## src/rtl/seven_seg_pkg.sv

```systemverilog
// Shared types and helpers for the multiplexed seven-segment driver.
//   scan_state_e : per-slot phase (dead time vs. drive)
//   idx_w()      : width of the digit index for a given digit count
//   off_level()  : inactive drive level for a bus of the given width
package seven_seg_pkg;

  typedef enum logic {
    ST_BLANK,
    ST_DRIVE
  } scan_state_e;

  function automatic int unsigned idx_w(input int unsigned digits);
    return (digits > 2) ? $clog2(digits) : 1;
  endfunction

  // All ones for active-low pins, all zeros otherwise; only the low
  // `width` bits are meaningful to the caller.
  function automatic logic [63:0] off_level(input bit active_low,
                                            input int unsigned width);
    logic [63:0] v;
    v = '0;
    for (int unsigned i = 0; i < 64; i++) begin
      if (i < width) v[i] = active_low;
    end
    return v;
  endfunction

endpackage

```

## src/rtl/seven_seg_prescaler.sv

```systemverilog
// Slot timer for the multiplexed display.
//   clk, rst (async, active-low), en : clock, reset, scan enable
//   cnt        : position inside the current slot (0..FREQ)
//   digit_idx  : digit owning the current slot
//   sig        : one-cycle pulse in the first cycle of every slot
//   frame      : one-cycle pulse in the first cycle of digit 0's slot
//   slot_end   : combinational, the current cycle is the last of its slot
//   wrap       : combinational, the slot ending now hands over to digit 0
module seven_seg_prescaler
  import seven_seg_pkg::*;
#(
  parameter int DIGITS = 4,
  parameter int FREQ   = 17500,
  parameter int CBITS  = 15,
  parameter int IDXW   = 2
) (
  input  logic             clk,
  input  logic             rst,
  input  logic             en,
  output logic [CBITS-1:0] cnt,
  output logic [IDXW-1:0]  digit_idx,
  output logic             sig,
  output logic             frame,
  output logic             slot_end,
  output logic             wrap
);

  logic term;
  logic last_digit;

  assign term       = (cnt == CBITS'(FREQ));
  assign last_digit = (digit_idx == IDXW'(DIGITS - 1));
  assign slot_end   = en && term;
  assign wrap       = slot_end && last_digit;

  always_ff @(posedge clk or negedge rst) begin
    if (!rst) begin
      cnt       <= '0;
      digit_idx <= '0;
      sig       <= 1'b0;
      frame     <= 1'b0;
    end else begin
      sig   <= 1'b0;
      frame <= 1'b0;
      if (en) begin
        if (term) begin
          cnt       <= '0;
          digit_idx <= last_digit ? '0 : digit_idx + 1'b1;
          sig       <= 1'b1;
          frame     <= last_digit;
        end else begin
          cnt <= cnt + 1'b1;
        end
      end
    end
  end

endmodule

```

## src/rtl/seven_seg_mux.sv

```systemverilog
// N-digit time-multiplexed seven-segment driver with dead time, per-digit
// blanking and frame-synchronous double buffering.
//   clk, rst (async, active-low), en : clock, reset, scan enable
//   both7seg   : packed segment patterns, digit k at [k*SEG_W +: SEG_W]
//   load       : capture both7seg; becomes visible from the next digit 0
//   digit_mask : 1 forces the corresponding digit dark
//   segment    : registered segment drive (inverted when ACTIVE_LOW)
//   digit_sel  : registered one-hot anode drive (inverted when ACTIVE_LOW)
//   digit_idx  : index of the current slot
//   sig, frame : slot-change and frame-start pulses
module seven_seg_mux
  import seven_seg_pkg::*;
#(
  parameter int DIGITS     = 4,
  parameter int SEG_W      = 7,
  parameter int FREQ       = 17500,
  parameter int CBITS      = 15,
  parameter int BLANK      = 16,
  parameter int ACTIVE_LOW = 0
) (
  input  logic                      clk,
  input  logic                      rst,
  input  logic                      en,
  input  logic [DIGITS*SEG_W-1:0]   both7seg,
  input  logic                      load,
  input  logic [DIGITS-1:0]         digit_mask,
  output logic [SEG_W-1:0]          segment,
  output logic [DIGITS-1:0]         digit_sel,
  output logic [$clog2(DIGITS)-1:0] digit_idx,
  output logic                      sig,
  output logic                      frame
);

  localparam int unsigned IDXW = idx_w(DIGITS);
  localparam logic [SEG_W-1:0]  SEG_OFF = SEG_W'(off_level(ACTIVE_LOW != 0, SEG_W));
  localparam logic [DIGITS-1:0] SEL_OFF = DIGITS'(off_level(ACTIVE_LOW != 0, DIGITS));
  localparam scan_state_e SLOT_START = (BLANK > 0) ? ST_BLANK : ST_DRIVE;

  logic [CBITS-1:0] cnt;
  logic             slot_end;
  logic             wrap;

  seven_seg_prescaler #(
    .DIGITS (DIGITS),
    .FREQ   (FREQ),
    .CBITS  (CBITS),
    .IDXW   (IDXW)
  ) u_prescaler (
    .clk       (clk),
    .rst       (rst),
    .en        (en),
    .cnt       (cnt),
    .digit_idx (digit_idx),
    .sig       (sig),
    .frame     (frame),
    .slot_end  (slot_end),
    .wrap      (wrap)
  );

  // Double buffer: the shadow copy is only promoted on the wrap to digit 0,
  // so a frame never mixes old and new patterns.
  logic [DIGITS*SEG_W-1:0] shadow_q;
  logic [DIGITS*SEG_W-1:0] active_q;
  logic                    pending_q;

  always_ff @(posedge clk or negedge rst) begin
    if (!rst) begin
      shadow_q  <= '0;
      active_q  <= '0;
      pending_q <= 1'b0;
    end else if (load) begin
      shadow_q <= both7seg;
      if (wrap) begin
        active_q  <= both7seg;
        pending_q <= 1'b0;
      end else begin
        pending_q <= 1'b1;
      end
    end else if (wrap && pending_q) begin
      active_q  <= shadow_q;
      pending_q <= 1'b0;
    end
  end

  // Slot FSM: state_q always describes the slot phase of the current cnt,
  // tracking it edge by edge rather than decoding cnt directly.
  scan_state_e      state_q, state_d;
  logic [SEG_W-1:0]  seg_d;
  logic [DIGITS-1:0] sel_d;
  logic [SEG_W-1:0]  cur_pattern;
  logic [DIGITS-1:0] onehot;

  always_ff @(posedge clk or negedge rst) begin
    if (!rst) begin
      state_q   <= SLOT_START;
      segment   <= SEG_OFF;
      digit_sel <= SEL_OFF;
    end else begin
      state_q   <= state_d;
      segment   <= seg_d;
      digit_sel <= sel_d;
    end
  end

  always_comb begin
    state_d = state_q;
    if (slot_end) begin
      state_d = SLOT_START;
    end else if (en && state_q == ST_BLANK && cnt == CBITS'(BLANK - 1)) begin
      state_d = ST_DRIVE;
    end
  end

  assign cur_pattern = active_q[digit_idx*SEG_W +: SEG_W];
  assign onehot      = DIGITS'(1) << digit_idx;

  // A masked digit still owns its slot, only the drive is suppressed.
  always_comb begin
    seg_d = SEG_OFF;
    sel_d = SEL_OFF;
    if (en && state_q == ST_DRIVE && !digit_mask[digit_idx]) begin
      seg_d = cur_pattern ^ SEG_OFF;
      sel_d = onehot ^ SEL_OFF;
    end
  end

endmodule

```

## config.mk

```make
export PLATFORM = sky130hd
export DESIGN_NAME = seven_seg_mux
export DESIGN_NICKNAME = d
export VERILOG_FILES = /design/src/rtl/seven_seg_pkg.sv /design/src/rtl/seven_seg_prescaler.sv /design/src/rtl/seven_seg_mux.sv
export SDC_FILE = /design/constraint.sdc
export NUM_CORES = 1
export LEC_CHECK = 0
export ABC_CLOCK_PERIOD_IN_PS = 2600
export BUFFER_PORTS_ARGS = -buffer_cell sky130_fd_sc_hd__clkbuf_2
export CAP_MARGIN = 20
export CORE_MARGIN = 5
export CORE_UTILIZATION = 57
export CTS_CLUSTER_DIAMETER = 40
export DETAILED_ROUTE_END_ITERATION = 10
export GPL_ROUTABILITY_DRIVEN = 0
export PLACE_DENSITY = 0.79
export SLEW_MARGIN = 20
export SYNTH_ARGS = -nofsm -noshare
export SYNTH_HDL_FRONTEND = slang
export SYNTH_SLANG_ARGS = --single-unit
```

## constraint.sdc

```tcl
create_clock -name clk -period 2.6 [get_ports clk]
set_input_delay 0.39 -clock clk [delete_from_list [all_inputs] [get_ports clk]]
set_output_delay 0.39 -clock clk [all_outputs]
set_load 0.1 [all_outputs]
```

# After elaboration in Yosys (flattened, before gate mapping)
# Cells that the tools add are included.
# word_totals
reg_bits	88
in_bits	36
output_inout_bits	15
word_cells	51
# classes
n_addsub	2
multipliers	1
n_lt_le_gt_ge	1
eq_ne	4
n_shift	2
n_mux	18
bitwise	1
reduce_logical	12
# op_table
op	n
$mux W28	3
$shiftx A28 B6 Y7	1
$add A15 B1 Y15 const B	1
$eq A15 B15 Y1 const B	1
$eq A15 B4 Y1 const B	1
$mux W15	1
$mux W1	10
$logic_and A1 B1 Y1	7
$mux W7	1
$mul A2 B3 Y5 const B	1
$mux W4	1
$reduce_and A2 Y1	2
$reduce_bool A2 Y1	2
$shl A1 B2 Y4 const A	1
$lt A2 B3 Y1 const B	1
$add A2 B1 Y2 const B	1
$bmux W1 S2	1
$eq A2 B2 Y1 const B	1
$mux W2	1
$ne A2 B1 Y1 const B	1
$logic_not A1 Y1	1
$not A1 Y1	1

# Logic depth before layout (Yosys ltp)
# logic_depth
ltp_word	6
ltp_mapped	8
mapped_depth_nobuf	6

# Cells and area by module
# Synthesis repeated with hierarchy kept, for this count alone.
# unflattened
hier_cells	257
hier_area_um2	3774.9
# by_module_without_submodules
mod	instances	cells_each	area_per_inst_um2	seq_area_each_um2
seven_seg_mux	1	164	2797.7	1726.7
seven_seg_prescaler	1	93	977.2	475.5

# Least setup slack after synthesis
# No wires, ideal clock.
# synth_path
path_type	register to register
startpoint	register u_prescaler.digit_idx[0]
endpoint	register segment[0]
setup_ps	74
arrival_time_ps	2364
required_time_ps	2526
setup_slack_ps	162
path_stages_with_launch	7
n_path_buf	2
period_less_slack_ps	2438
path_cell_list	dfrtp_1 clkbuf_1 mux2_2 nand2_1 o2111ai_1 clkbuf_1 nor2b_1
# synth_between
elab_chain_cells	5
word_cells_on_any_way	7
cone_classes	mul (1); shift (1); mux (3); reduce/logical (2)
# synth_lines
element	line_no	source
start, declared	seven_seg_prescaler.sv:21	output logic [IDXW-1:0] digit_idx,
start signal, assigned	seven_seg_prescaler.sv:48	digit_idx <= last_digit ? '0 : digit_idx + 1'b1;
branches (longest 4 deep; another with $mul A2 B3 Y5)	--	
$mux W7 (*)	seven_seg_mux.sv:121	if (en && state_q == ST_DRIVE && !digit_mask[digit_idx]) begin
via seg_d[0]	seven_seg_mux.sv:88	logic [SEG_W-1:0] seg_d;
end signal, assigned	seven_seg_mux.sv:100	segment <= seg_d;
end, declared	seven_seg_mux.sv:27	output logic [SEG_W-1:0] segment,
# Mark *: on every way through the listed nets, which the timed path passes. The select of a mux whose other input is x is not followed.
# A chain may end at the register's enable or synchronous reset.

# Final worst setup path
# layout_path
startpoint	register u_prescaler.cnt[5]
endpoint	register active_q[2]
# layout_between
elab_chain_cells	6
word_cells_on_any_way	7
cone_classes	eq/ne (2); reduce/logical (5)
# layout_lines
element	line_no	source
start, declared	seven_seg_prescaler.sv:20	output logic [CBITS-1:0] cnt,
start signal, assigned	seven_seg_prescaler.sv:52	cnt <= cnt + 1'b1;
$eq A15 B15 Y1 (*)	seven_seg_prescaler.sv:31	assign term = (cnt == CBITS'(FREQ));
$logic_and A1 B1 Y1 (*)	seven_seg_prescaler.sv:33	assign slot_end = en && term;
$logic_and A1 B1 Y1 (*)	seven_seg_prescaler.sv:34	assign wrap = slot_end && last_digit;
$logic_and A1 B1 Y1	seven_seg_mux.sv:79	end else if (wrap && pending_q) begin
$reduce_bool A2 Y1 (no line)	--	
$reduce_and A2 Y1 (no line) (*)	--	
end signal, assigned	seven_seg_mux.sv:74	active_q <= both7seg;
end signal, assigned	seven_seg_mux.sv:80	active_q <= shadow_q;
end, declared	seven_seg_mux.sv:63	logic [DIGITS*SEG_W-1:0] active_q;
# Mark *: on every way between the ends. The rest lies on a longest branch, timed or not.

==> results.tsv <==
stage	metric	value	unit
critical_path	Worst Path Buf+Inv	1	
clock_tree	cts-stage hold buffer count	0	
yosys	Post-synth EDFFs	0	
pwr	sw frac	26.93	%
routing	Residual DRC	0	
pwr	Psw	0.7539	mW
clock_tree	H-Tree Depth	3	
die	Die Y	91.41	µm
die	CORE AREA	6386	µm²
global_routing	total gr overflow	0	
critical_path	worst r2r path cells	5	
global_routing	total track usage	17.79	%
cells_and_area	register area	2202	µm²
cells_and_area	nets	366	
global_routing	initial antenna violation count	0	
critical_path	startpoint types	flop	
global_routing	number of global-route vias before repair	2310	
clock_tree	CTS Buffer Depth	2	
routing	vias per cell	5.493	
critical_path	Cell Chain, Critical Path	or4_4, nor4_2, nand3b_1, buf_4, mux2_4	
routing	initial DRC count	155	
timing	RSZ-0062 raised after global routing	no	
critical_path	Crit Path Category	flop to flop	
yosys	Synth top area share	58.30	%
timing	Pins Over Slew Limit	0	
critical_path	crit path DAT	2460	ps
routing	Routed WL	6746	µm
yosys	Mapped Area	3777	µm²
cells_and_area	Non-Filler Cell Area, Final	4314	µm²
timing	Final Cycle Share	85.06	%
clock_tree	clock latency on the worst-skew pair	370	ps
clock_tree	CTS Root Buffer Type	clkbuf_8	
yosys	Gate Count Post-Synth	268	
yosys	post-synthesis sequential area ratio	58.30	%
global_routing	first-pass GRT wire length	11610	µm
placement	DP Area	4119	µm²
yosys	Most used DFF post-synth	dfrtp_1	
yosys	YS warnings	0	
critical_path	setup slack, reg-to-reg	390	ps
critical_path	crit-path max FO	28	
placement	input/output buffers	50	
yosys	syn avg cell area	14.09	µm²
critical_path	CP top delay family	simple AND/OR/NAND/NOR gates	
cells_and_area	Area Growth Syn to Fin	14.21	%
routing	per-cell routed wire length	16.62	µm
critical_path	CP Data Required Time	2850	ps
worst_hold_path	Worst Hold Class	primary input to asynchronous set/reset pin	
clock_tree	postcts setup bufs	0	
die	die footprint	8355	µm²
yosys	Yosys top cell by area	dfrtp_1	
routing	Vias	2230	
placement	Placement Setup Slack	417.4	ps
status	status	finished, final reports clean	
pwr	part of the power in registers	55.9	%
critical_path	CP startpoint	u_prescaler.cnt[5]	
timing	fmax	0.4522	GHz
pwr	pwr dens	649.0	nW/µm²
pwr	static leakage	2.161	nW
timing	Rel. slew slack	30.95	%
timing	PnR worst setup slack	388.4	ps
timing	final setup violation count	0	
die	IO Count	51	
die	num rows	29	
placement	HPWL after DPL	4678	µm
timing	Period minus WS final	2212	ps
clock_tree	Clk pin slew, worst setup/hold paths	90	ps
routing	First-pass DRT Iterations	4	
cells_and_area	footprint of the multi-input gates	1474	µm²
routing	Final ANT Viol Nets	0	
run	maxcap violations	0	
critical_path	reg-to-reg startpoint	u_prescaler.cnt[5]	
clock_tree	Num Clock Sinks	88	
timing	final hold vios	0	
cells_and_area	number of fill cells	476	
yosys	Post-synth ARST share	100.0	%
critical_path	Slowest Stage Delay on Critical Path	580	ps
timing	hold slack	6.132	ps
pwr	Clk pwr share	33.3	%
clock_tree	# resized after CTS	0	
critical_path	slowest CP cell	or4_4	
pwr	VDD IR max	0.4577	mV
die	initial core utilization	59.15	%
timing	Clock Skews	12.93	ps
clock_tree	CTS Buf Count	9	
yosys	synthesized net count	310	
cells_and_area	share of cells above drive strength 1	42.25	%
timing	Worst Max-Slew Pin Slew	1035	ps
yosys	Synth cell types	35	
global_routing	pin count of the biggest net entering global routing	46	
pwr	cell-internal power	2.046	mW
die	Die W	91.41	µm
clock_tree	TritonCTS clock tree	yes	
yosys	Synth area leaders	dfrtp_1 (58%), mux2_2 (11%), mux2_4 (7.9%)	
critical_path	crit end category	flop	
pwr	Logic pwr share	10.7	%
timing	final setup TNS	0	ps
cells_and_area	antenna cell count	0	
critical_path	Crit Reg-Reg Endpoint	active_q[2]	
yosys	register bit total from synthesis	88	
==> cell families after synthesis <==
logic type	synth area share [%]
AO/OA/AOI/OAI	1.789
flip-flops	58.30
AND/OR/NAND/NOR	9.242
multiplexers	23.68
buffers and inverters	2.683
XOR/XNOR	2.319
adder cells (fa/ha/maj)	1.987
==> cell usage in the layout (no fill, tap or decap), types with 2 or more instances in the layout <==
master and count:
dfrtp_1 88, clkbuf_2 49, mux2_2 37, mux2_4 20, nor2_1 14, nand2_1 10, nand3_1 10, inv_1 9
clkbuf_8 9, buf_4 9, mux4_2 7, nor2b_1 7, xnor2_1 7, ha_1 6, nand4_1 5, and3_1 4
a31oi_1 4, nor4_1 3, xor2_1 3, o21ai_0 3, mux2i_1 2, nor3_1 2, or3_1 2, a21oi_1 2
clkinvlp_4 2
==> cell usage after synthesis, drive strengths merged, types with 4 or more instances <==
master / count
buf: 5
a31oi: 4
and3: 4
mux2: 57
nor4: 4
mux4: 7
xnor2: 7
ha: 6
dfrtp: 88
nand2: 10
nand3: 10
clkbuf: 8
nor2: 14
nand4: 5
inv: 9
nor2b: 7
==> flip-flops by register name (all words and copies together) (netlist names) <==
name	cells
segment	7
digit_sel	4
state_q	1
pending_q	1
u_prescaler.digit_idx	2
active_q	28
shadow_q	28
u_prescaler.frame	1
u_prescaler.cnt	15
u_prescaler.sig	1
==> power by group through the flow <==
stage / Combinational (mW) / Sequential [mW] / Clock [mW]
6_report: 0.300 / 1.57 / 0.934
5_1_grt: 0.343 / 1.58 / 1.02
4_1_cts: 0.304 / 1.56 / 0.956
3_5_place_dp: 0.301 / 1.59 / 0
3_3_place_gp: 0.293 / 1.59 / 0
2_1_floorplan: 0.221 / 1.56 / 0
==> layout make-up <==
type | count | area share (%)
clock buffers | 10 | 2.958
flip-flops and latches | 88 | 51.04
clock inverters | 6 | 1.566
well taps | 77 | 2.233
repair buffers | 58 | 7.251
multi-input cells | 158 | 34.16
inverters | 9 | 0.7831
==> routing by layer <==
layer	GRT usage (%)	vias to the layer above	share of wire [%]
met5	0	-	0
met4	8.191	0	2.2
met3	5.372	10	5.4
met2	25.36	76	46
met1	25.06	1089	47
li1	-	1055	-
==> stage by stage <==
step	total power, mW	instances	util [%]
floorplan	1.777	268	-
global placement	1.879	390	64.50
CTS	2.824	406	67.55
finish	2.800	406	67.55
global route	2.945	406	67.55
detailed placement	1.893	390	64.50
==> how the worst max path moves through the flow <==
stage | slack [ps] | endpoint | cells past startpoint
floorplan | 160 | segment[0] | 6
global placement | 470 | active_q[3] | 5
detailed placement | 420 | active_q[0] | 5
CTS | 400 | active_q[2] | 5
global route | 280 | active_q[2] | 5
finish | 390 | active_q[2] | 5
No activity file was read; power rests on OpenSTA's default activity.
